==> config.mk <==
export PLATFORM = sky130hd
export DESIGN_NAME = fifo_param_flags
export DESIGN_NICKNAME = d
export VERILOG_FILES = /design/src/rtl/fifo_pkg.sv /design/src/rtl/fifo_ram.sv /design/src/rtl/fifo_param_flags.sv
export SDC_FILE = /design/constraint.sdc
export NUM_CORES = 1
export LEC_CHECK = 0
export ABC_CLOCK_PERIOD_IN_PS = 4900
export BUFFER_PORTS_ARGS = -buffer_cell sky130_fd_sc_hd__buf_2
export CAP_MARGIN = 20
export CORE_MARGIN = 1.5
export CORE_UTILIZATION = 40
export DETAILED_ROUTE_END_ITERATION = 8
export PLACE_DENSITY = 0.53
export SETUP_SLACK_MARGIN = 0.2
export SLEW_MARGIN = 15
export SYNTH_ARGS = -nofsm -noshare
export SYNTH_HDL_FRONTEND = slang
export SYNTH_SLANG_ARGS = --single-unit
export TNS_END_PERCENT = 20
==> constraint.sdc <==
create_clock -name Clk -period 4.9 [get_ports Clk]
set_input_delay 0.49 -clock Clk [delete_from_list [all_inputs] [get_ports Clk]]
set_output_delay 0.49 -clock Clk [all_outputs]
set_load 0.01 [all_outputs]
==> src/rtl/fifo_pkg.sv <==
// -----------------------------------------------------------------------------
// fifo_pkg
// Shared constants and helpers for the parametrised FIFO (fifo_param_flags).
//   FIFO_DEF_WIDTH / FIFO_DEF_DEPTH : default data width and entry count
//   FIFO_MODE_REGISTERED / FWFT     : read-mode selector values for FWFT
//   fifo_clog2()                    : pointer width for a given depth
// -----------------------------------------------------------------------------
package fifo_pkg;

    localparam int FIFO_DEF_WIDTH       = 32;
    localparam int FIFO_DEF_DEPTH       = 16;

    // Read-mode selector: registered read or first-word-fall-through.
    localparam int FIFO_MODE_REGISTERED = 0;
    localparam int FIFO_MODE_FWFT       = 1;
    localparam int FIFO_DEF_MODE        = FIFO_MODE_REGISTERED;

    // Ceiling log2, used at elaboration time to size the pointers.
    function automatic int fifo_clog2(input int value);
        int result;
        result = 0;
        while ((1 << result) < value) begin
            result = result + 1;
        end
        return result;
    endfunction

endpackage

==> src/rtl/fifo_ram.sv <==
// -----------------------------------------------------------------------------
// fifo_ram
// FDEPTH x FWIDTH storage for the FIFO: synchronous write, asynchronous read.
// The asynchronous read port lets the top level present the head word
// combinationally in first-word-fall-through mode and capture it into the
// output register in registered mode.
//   clk        : clock, rising edge
//   wr_en_i    : write enable
//   wr_addr_i  : write address
//   wr_data_i  : write data
//   rd_addr_i  : read address
//   rd_data_o  : read data (combinational from rd_addr_i)
// Contents are never cleared; only the pointers in the top level are reset.
// -----------------------------------------------------------------------------
module fifo_ram #(
    parameter int FWIDTH = 32,
    parameter int FDEPTH = 16,
    parameter int AWIDTH = 4
) (
    input  logic              clk,
    input  logic              wr_en_i,
    input  logic [AWIDTH-1:0] wr_addr_i,
    input  logic [FWIDTH-1:0] wr_data_i,
    input  logic [AWIDTH-1:0] rd_addr_i,
    output logic [FWIDTH-1:0] rd_data_o
);

    logic [FWIDTH-1:0] mem_q [FDEPTH];

    always_ff @(posedge clk) begin
        if (wr_en_i) begin
            mem_q[wr_addr_i] <= wr_data_i;
        end
    end

    assign rd_data_o = mem_q[rd_addr_i];

endmodule

==> src/rtl/fifo_param_flags.sv <==
// -----------------------------------------------------------------------------
// fifo_param_flags
// Parametrised single-clock FIFO with active-low strobes and flags,
// programmable almost-full / almost-empty thresholds, occupancy count and
// sticky overflow / underflow error flags.
//
// Ports:
//   Clk        : clock, rising edge
//   Rst        : synchronous reset, active-high (highest priority)
//   FClrN      : synchronous clear, active-low (below Rst, above read/write)
//   FInN       : write strobe, active-low
//   FOutN      : read strobe, active-low
//   Data_In    : write data
//   AFullThr   : almost-full threshold  (F_AFullN low when count >= AFullThr)
//   AEmptyThr  : almost-empty threshold (F_AEmptyN low when count <= AEmptyThr)
//   F_Data     : read data (registered read, or head word when FWFT=1)
//   F_Count    : occupancy 0..FDEPTH
//   F_FullN / F_EmptyN / F_FirstN / F_LastN / F_SLastN : count decodes, active-low
//   F_AFullN / F_AEmptyN : threshold flags, active-low
//   F_OvfErr   : sticky, write attempted while full without a same-cycle read
//   F_UdfErr   : sticky, read attempted while empty
// -----------------------------------------------------------------------------
module fifo_param_flags
    import fifo_pkg::*;
#(
    parameter int FWIDTH  = FIFO_DEF_WIDTH,
    parameter int FDEPTH  = FIFO_DEF_DEPTH,
    parameter int FCWIDTH = fifo_clog2(FDEPTH),
    parameter int FWFT    = FIFO_DEF_MODE
) (
    input  logic               Clk,
    input  logic               Rst,
    input  logic               FClrN,
    input  logic               FInN,
    input  logic               FOutN,
    input  logic [FWIDTH-1:0]  Data_In,
    input  logic [FCWIDTH:0]   AFullThr,
    input  logic [FCWIDTH:0]   AEmptyThr,
    output logic [FWIDTH-1:0]  F_Data,
    output logic [FCWIDTH:0]   F_Count,
    output logic               F_FullN,
    output logic               F_EmptyN,
    output logic               F_FirstN,
    output logic               F_LastN,
    output logic               F_SLastN,
    output logic               F_AFullN,
    output logic               F_AEmptyN,
    output logic               F_OvfErr,
    output logic               F_UdfErr
);

    // Count-domain constants (FCWIDTH+1 bits so FDEPTH itself is representable).
    localparam logic [FCWIDTH:0] DEPTH_C  = FDEPTH[FCWIDTH:0];
    localparam logic [FCWIDTH:0] DEPTH_M1 = DEPTH_C - 1'b1;
    localparam logic [FCWIDTH:0] DEPTH_M2 = DEPTH_C - 2'd2;
    localparam logic [FCWIDTH:0] ONE_C    = 1;

    // ------------------------------------------------------------------
    // State
    // ------------------------------------------------------------------
    logic [FCWIDTH-1:0] wptr_q,  wptr_d;
    logic [FCWIDTH-1:0] rptr_q,  rptr_d;
    logic [FCWIDTH:0]   count_q, count_d;
    logic [FWIDTH-1:0]  data_q,  data_d;
    logic               ovf_q,   ovf_d;
    logic               udf_q,   udf_d;

    logic [FWIDTH-1:0]  ram_rdata;
    logic               full;
    logic               empty;
    logic               wr_req;
    logic               rd_req;
    logic               wr_acc;
    logic               rd_acc;

    assign full   = (count_q == DEPTH_C);
    assign empty  = (count_q == '0);
    assign wr_req = ~FInN;
    assign rd_req = ~FOutN;

    // A read only needs data present. A write into a full FIFO is still
    // accepted when a read frees the slot in the same cycle; when empty the
    // read is rejected, so there is no write-through path.
    assign rd_acc = rd_req & ~empty;
    assign wr_acc = wr_req & (~full | rd_acc);

    // ------------------------------------------------------------------
    // Storage
    // ------------------------------------------------------------------
    fifo_ram #(
        .FWIDTH (FWIDTH),
        .FDEPTH (FDEPTH),
        .AWIDTH (FCWIDTH)
    ) u_ram (
        .clk       (Clk),
        .wr_en_i   (wr_acc),
        .wr_addr_i (wptr_q),
        .wr_data_i (Data_In),
        .rd_addr_i (rptr_q),
        .rd_data_o (ram_rdata)
    );

    // ------------------------------------------------------------------
    // Next-state logic
    // ------------------------------------------------------------------
    always_comb begin
        wptr_d  = wptr_q;
        rptr_d  = rptr_q;
        count_d = count_q;
        data_d  = data_q;
        ovf_d   = ovf_q;
        udf_d   = udf_q;

        // Pointers wrap naturally at FDEPTH (power of two).
        if (wr_acc) begin
            wptr_d = wptr_q + 1'b1;
        end

        // The word leaving the FIFO is captured in both modes: in registered
        // mode it is the new output, in FWFT mode it is what F_Data keeps
        // showing once the FIFO runs empty.
        if (rd_acc) begin
            rptr_d = rptr_q + 1'b1;
            data_d = ram_rdata;
        end

        unique case ({wr_acc, rd_acc})
            2'b10:   count_d = count_q + ONE_C;
            2'b01:   count_d = count_q - ONE_C;
            default: count_d = count_q;
        endcase

        if (wr_req && full && !rd_acc) begin
            ovf_d = 1'b1;
        end
        if (rd_req && empty) begin
            udf_d = 1'b1;
        end
    end

    // ------------------------------------------------------------------
    // State registers: Rst > clear > normal operation
    // ------------------------------------------------------------------
    always_ff @(posedge Clk) begin
        if (Rst) begin
            wptr_q  <= '0;
            rptr_q  <= '0;
            count_q <= '0;
            data_q  <= '0;
            ovf_q   <= 1'b0;
            udf_q   <= 1'b0;
        end else if (!FClrN) begin
            wptr_q  <= '0;
            rptr_q  <= '0;
            count_q <= '0;
            data_q  <= '0;
            ovf_q   <= 1'b0;
            udf_q   <= 1'b0;
        end else begin
            wptr_q  <= wptr_d;
            rptr_q  <= rptr_d;
            count_q <= count_d;
            data_q  <= data_d;
            ovf_q   <= ovf_d;
            udf_q   <= udf_d;
        end
    end

    // ------------------------------------------------------------------
    // Read data path
    // ------------------------------------------------------------------
    generate
        if (FWFT != FIFO_MODE_REGISTERED) begin : g_fwft
            // Head word is visible as soon as it is stored; hold the last
            // consumed word while empty.
            assign F_Data = empty ? data_q : ram_rdata;
        end else begin : g_registered
            assign F_Data = data_q;
        end
    endgenerate

    // ------------------------------------------------------------------
    // Flag decode, straight from the registered count
    // ------------------------------------------------------------------
    assign F_Count   = count_q;
    assign F_FullN   = ~full;
    assign F_EmptyN  = ~empty;
    assign F_FirstN  = ~(count_q == ONE_C);
    assign F_LastN   = ~(count_q == DEPTH_M1);
    assign F_SLastN  = ~(count_q == DEPTH_M2);
    // Thresholds are live inputs; out-of-range values simply never (or
    // always) compare true, which gives the intended saturating behaviour.
    assign F_AFullN  = ~(count_q >= AFullThr);
    assign F_AEmptyN = ~(count_q <= AEmptyThr);
    assign F_OvfErr  = ovf_q;
    assign F_UdfErr  = udf_q;

endmodule

Word level (Yosys, flattened, before mapping)
Memories as Yosys holds them, arrays and structs flattened. A register that Yosys moved wholly into a read port is not among the register bits.
Cells that the tools add are included.

operators by class
  $add $sub $neg = 4
  $lt $le $gt $ge = 2
  eq/ne operators = 6
  muxes and demuxes = 3
  bitwise operators = 13
  reductions and logical operators = 7

operator list
  kind                 count
  $eq 5x4->1 const B   2
  $not 1->1            10
  $pmux 5 s2           1
  $add 4x1->4 const B  2
  $add 5x1->5 const B  1
  $eq 5x1->1 const B   1
  $eq 5x5->1 const B   1
  $ge 5x5->1           1
  $le 5x5->1           1
  $logic_not 5->1      1
  $sub 5x1->5 const B  1
  $logic_and 1x1->1    3
  $and 1x1->1          2
  $eq 2x1->1 const B   1
  $eq 2x2->1 const B   1
  $mux 1               2
  $reduce_bool 2->1    1
  $reduce_or 2->1      1
  $logic_not 1->1      1
  $or 1x1->1           1

storage, ports and cells
  register bits after elaboration = 15
  RAM bits = 512
  input port bits = 47
  output and inout port bits = 46
  logic and storage cells = 41
  memories kept = 1

memories
  name         words  width  read ports  clocked after Yosys merged registers in  wr ports  line            source
  u_ram.mem_q  16     32     1           1                                        1         fifo_ram.sv:28  logic [FWIDTH-1:0] mem_q [FDEPTH];

Logic depth before layout (Yosys ltp)
  depth after elaboration = 7
  mapped depth = 9

Modules after synthesis
A second synthesis with hierarchy kept.

second synthesis, totals
  cell total of the unflattened synthesis = 1,087
  area total of the unflattened synthesis = 21,505.6 um2

by module, submodules not included
  module            instances  cells an instance  area an instance (um2)
  fifo_ram          1          806                19,213.4
  fifo_param_flags  1          281                2,292.2

Worst setup path before layout
No wires, ideal clock.

  kind = register -> register
  from = register count_q[0], in the netlist F_Count[0]
  to = memory u_ram.mem_q[3][0], enable pin
  setup time = 0.461 ns
  data arrival time = 3.749 ns
  data required time = 4.439 ns
  setup slack = 0.690 ns
  cell stages (with the launch flop) = 7
  buffers on the path = 0
  clock period less this slack = 4.210 ns
  cell sequence = dfxtp_1 inv_1 ha_1 nor3b_4 a31oi_2 nand2_1 nor3_1

between the ends
  cells in the longest elaborated chain, start to end = 7
  elaborated cells between the ends (all ways) = 9

RTL lines
  what                            line                     source
  start, declared                 fifo_param_flags.sv:63   logic [FCWIDTH:0] count_q, count_d;
  start signal, assigned          fifo_param_flags.sv:162  count_q <= count_d;
  $logic_not 5->1                 fifo_param_flags.sv:77   assign empty = (count_q == '0);
  $not 1->1                       fifo_param_flags.sv:84   assign rd_acc = rd_req & ~empty;
  $and 1x1->1                     fifo_param_flags.sv:84
  $or 1x1->1 *                    fifo_param_flags.sv:85   assign wr_acc = wr_req & (~full | rd_acc);
  $and 1x1->1 *                   fifo_param_flags.sv:85
  $mux 1 *                        fifo_ram.sv:31           if (wr_en_i) begin
  $mux 1 (not written as such) *  fifo_ram.sv:32           mem_q[wr_addr_i] <= wr_data_i;
  end, declared                   fifo_ram.sv:28

Mark *: on every way between the ends. The rest lies on a longest branch, timed or not.

Final worst setup path
  from = register count_q[1], in the netlist F_Count[1]
  to = memory u_ram.mem_q[11][20], enable pin

The elaborated chain is that of the path after synthesis.

==> impl_metrics.tcl <==
set metrics [dict create \
    core_area_um2 53600 \
    cp_top_family "simple AND/OR/NAND/NOR gates" \
    fin_nets 1201 \
    synth_edf_count 512 \
    r2r_slack_ns 1.66 \
    whs_endpoint "F_Count[1]" \
    n_antenna_cell 0 \
    track_usage_pct 17.18 \
    ys_ff_latch 559 \
    final-hold-violation-count 0 \
    cpMaxStageDelayCell "nor2_4" \
    grt_pass1_vias 10520 \
    vias_per_cell 5.292 \
    crit_buf_inv 2 \
    reg2reg_to "u_ram.mem_q[11][20]" \
    cap_violations 0 \
    dp_hpwl_um 28120 \
    grt_max_degree 75 \
    gp_congestion 0.7527 \
    synth_nets 1074 \
    skew_ns 0.01297 \
    finalPower_mw 9.663 \
    worstPathMaxFanout 20 \
    port_buffers 92 \
    placed_cell_area_um2 23080 \
    syn_area_per_cell_um2 21.51 \
    clkLatencyLatePin_ns 0.60 \
    finalCritPeriodShare_pct 66.20 \
    rsz0062_at_grt "false" \
    cts_setup_buffers 0 \
    synthArstFlopShare_pct 0 \
    antenna_found_initial 1 \
    grt_pass1_wl_um 70100 \
    wirelength_um 46610 \
    cts_tree "built" \
    die_h_um 235.6 \
    cp-start-kind "register" \
    num_rows 85 \
    yosysSeqAreaShare_pct 75.41 \
    dieArea_um2 55490 \
    netlist_area_um2 21640 \
    power_density_nw_per_um2 389.4 \
    drt_first_pass_iters 5 \
    postSynthCellCount 1006 \
    ys_warn_count 0 \
    wl_per_cell_um 24.83 \
    critical-path-max-stage-delay_ns 0.65 \
    arrival_ns 3.52 \
    p_leak_nw 7.945 \
    hold_buffers 0 \
    post-route-util_pct 46.29 \
    worst_pin_slew_ns 1.088 \
    cts-resized-gates 0 \
    hp-class "in -> reg" \
    worstPathCellList "inv_1 > ha_1 > nor3b_4 > a31oi_2 > nand2_1 > nor2_4 > buf_4" \
    hp-start "Rst" \
    io-pin-count 93 \
    ir_drop_uv 240.6 \
    ys.flop_type "edfxtp_1" \
    cts.path.max_buffers 3 \
    area_delta_synth_final_pct 14.69 \
    max-slew-margin-rel_pct 27.45 \
    start_util_pct 40.36 \
    period_minus_slack_ns 3.244 \
    htree_levels 2 \
    finalSetupTns_ns 0 \
    worst_ep_required_time_ns 5.18 \
    drive_above_1_share_pct 36.24 \
    die_x_um 235.6 \
    grt-ovfl-total 0 \
    clkSlewWorstSetupHoldPaths_ns 0.06 \
    setup_violations 0 \
    cts_root_buf "clkbuf_16" \
    ant_nets 0 \
    cp-end-kind "register" \
    holdPathStages 3 \
    outcome "complete, no violations" \
    maxSlewViolCount 0 \
    rr_startpoint "F_Count[1]" \
    first_iter_violations 794 \
    num_vias 9934 \
    clock-sinks 559 \
    synth.lib_cells_used.distinct 44 \
    cts_buffers 56 \
    stdcell_area_um2 24810 \
    whs_ns 0.2207 \
    drc 0 \
    r2r_cells 7 \
    path_class "reg -> reg" \
    max_freq_ghz 0.3083 \
]
[placed cells by master (no fill, tap or decap), types with 4 or more instances in the layout]
cell	synthesis	routed
a22oi_2	33	33
clkinv_1	0	9
mux2_2	32	32
nor2_4	0	13
nand4_1	4	4
mux4_2	128	128
buf_12	0	5
clkbuf_16	0	57
a21oi_1	5	5
edfxtp_1	512	512
nand2b_1	6	6
ha_1	21	21
buf_4	3	23
buf_2	13	92
clkbuf_1	18	15
nor3_2	0	4
nand2_1	43	43
clkinv_2	0	17
xnor2_1	4	4
a22oi_1	31	31
dfxtp_1	47	44
inv_1	14	14
xor2_1	5	5
nor2_1	32	20
[worst max path at each step]
stage	from	to	slack, ns	cells after the start
CTS	F_Count[1]	u_ram.mem_q[11][20]	1.54	7
global route	F_Count[1]	u_ram.mem_q[11][20]	1.41	7
global placement	F_Count[1]	u_ram.mem_q[11][15]	1.56	7
finish	F_Count[1]	u_ram.mem_q[11][20]	1.66	7
floorplan	F_Count[0]	u_ram.mem_q[3][0]	0.69	6
detailed placement	F_Count[1]	u_ram.mem_q[11][15]	1.56	7
[routing by layer]
layer	GRT usage, %	share of wire (%)	routed length, um
met2	29.17	51	23650
met4	4.907	1.9	884
met3	2.603	3.6	1688
met5	0	0.024	11
met1	23.06	44	20380
[synthesized netlist by cell type, types with 4 or more instances]
library cell / n / share of area, %
buf_6: 15 / 0.78
inv_1: 14 / 0.24
buf_2: 13 / 0.30
a22oi_2: 33 / 1.9
nand2b_1: 6 / 0.17
nor2_1: 32 / 0.56
mux4_2: 128 / 13
a22oi_1: 31 / 1.1
nand4_1: 4 / 0.12
clkbuf_1: 18 / 0.31
xor2_1: 5 / 0.20
xnor2_1: 4 / 0.16
nand2_1: 43 / 0.75
mux2_2: 32 / 1.7
ha_1: 21 / 1.2
dfxtp_1: 47 / 4.3
a21oi_1: 5 / 0.12
nor3_1: 5 / 0.12
edfxtp_1: 512 / 71
[cell type report]
class	instances	area, um^2
clock inverter	33	241.5
multi-input combinational	379	5025
inverter	14	52.55
fill	4574	28790
tap	696	870.8
clock buffer	73	1496
timing repair buffer	123	803.3
sequential	559	16320
[through the flow]
step | cells | setup slack [ns]
finish | 1877 | 1.656
global route | 1877 | 1.410
CTS | 1877 | 1.538
detailed placement | 1771 | 1.565
global placement | 1766 | 1.562
floorplan | 1006 | 0.6898
[tightest hold or removal path, cell delays in order]
cell and delay [ns]:
buf_2 0.08, nor2b_1 0.08, o21a_1 0.11
[sequential cells by signal (all words and copies together), names as in the netlist]
signal / cells
u_ram.mem_q: 512
F_Data: 32
F_Count: 5
rptr_q: 4
wptr_q: 4
F_OvfErr: 1
F_UdfErr: 1
[logic make-up after synthesis]
family,after synthesis,share of synthesized area [%]
muxes,162,15.08
xor gates and xnor gates,9,0.3643
DFF,559,75.41
AOI/OAI and AO/OA,82,3.672
and+or+nand+nor,105,2.325
buffers and inverters,68,1.931
adders and majority gates,21,1.214
[where the power goes]
part	leakage, nW	switching [mW]	internal [mW]	total (mW)
Clock	0.860	1.77	2.31	4.07
Combinational	2.08	0.197	0.134	0.330
Sequential	5.01	0.0209	5.24	5.26
Power figures use the tool's default switching activity.
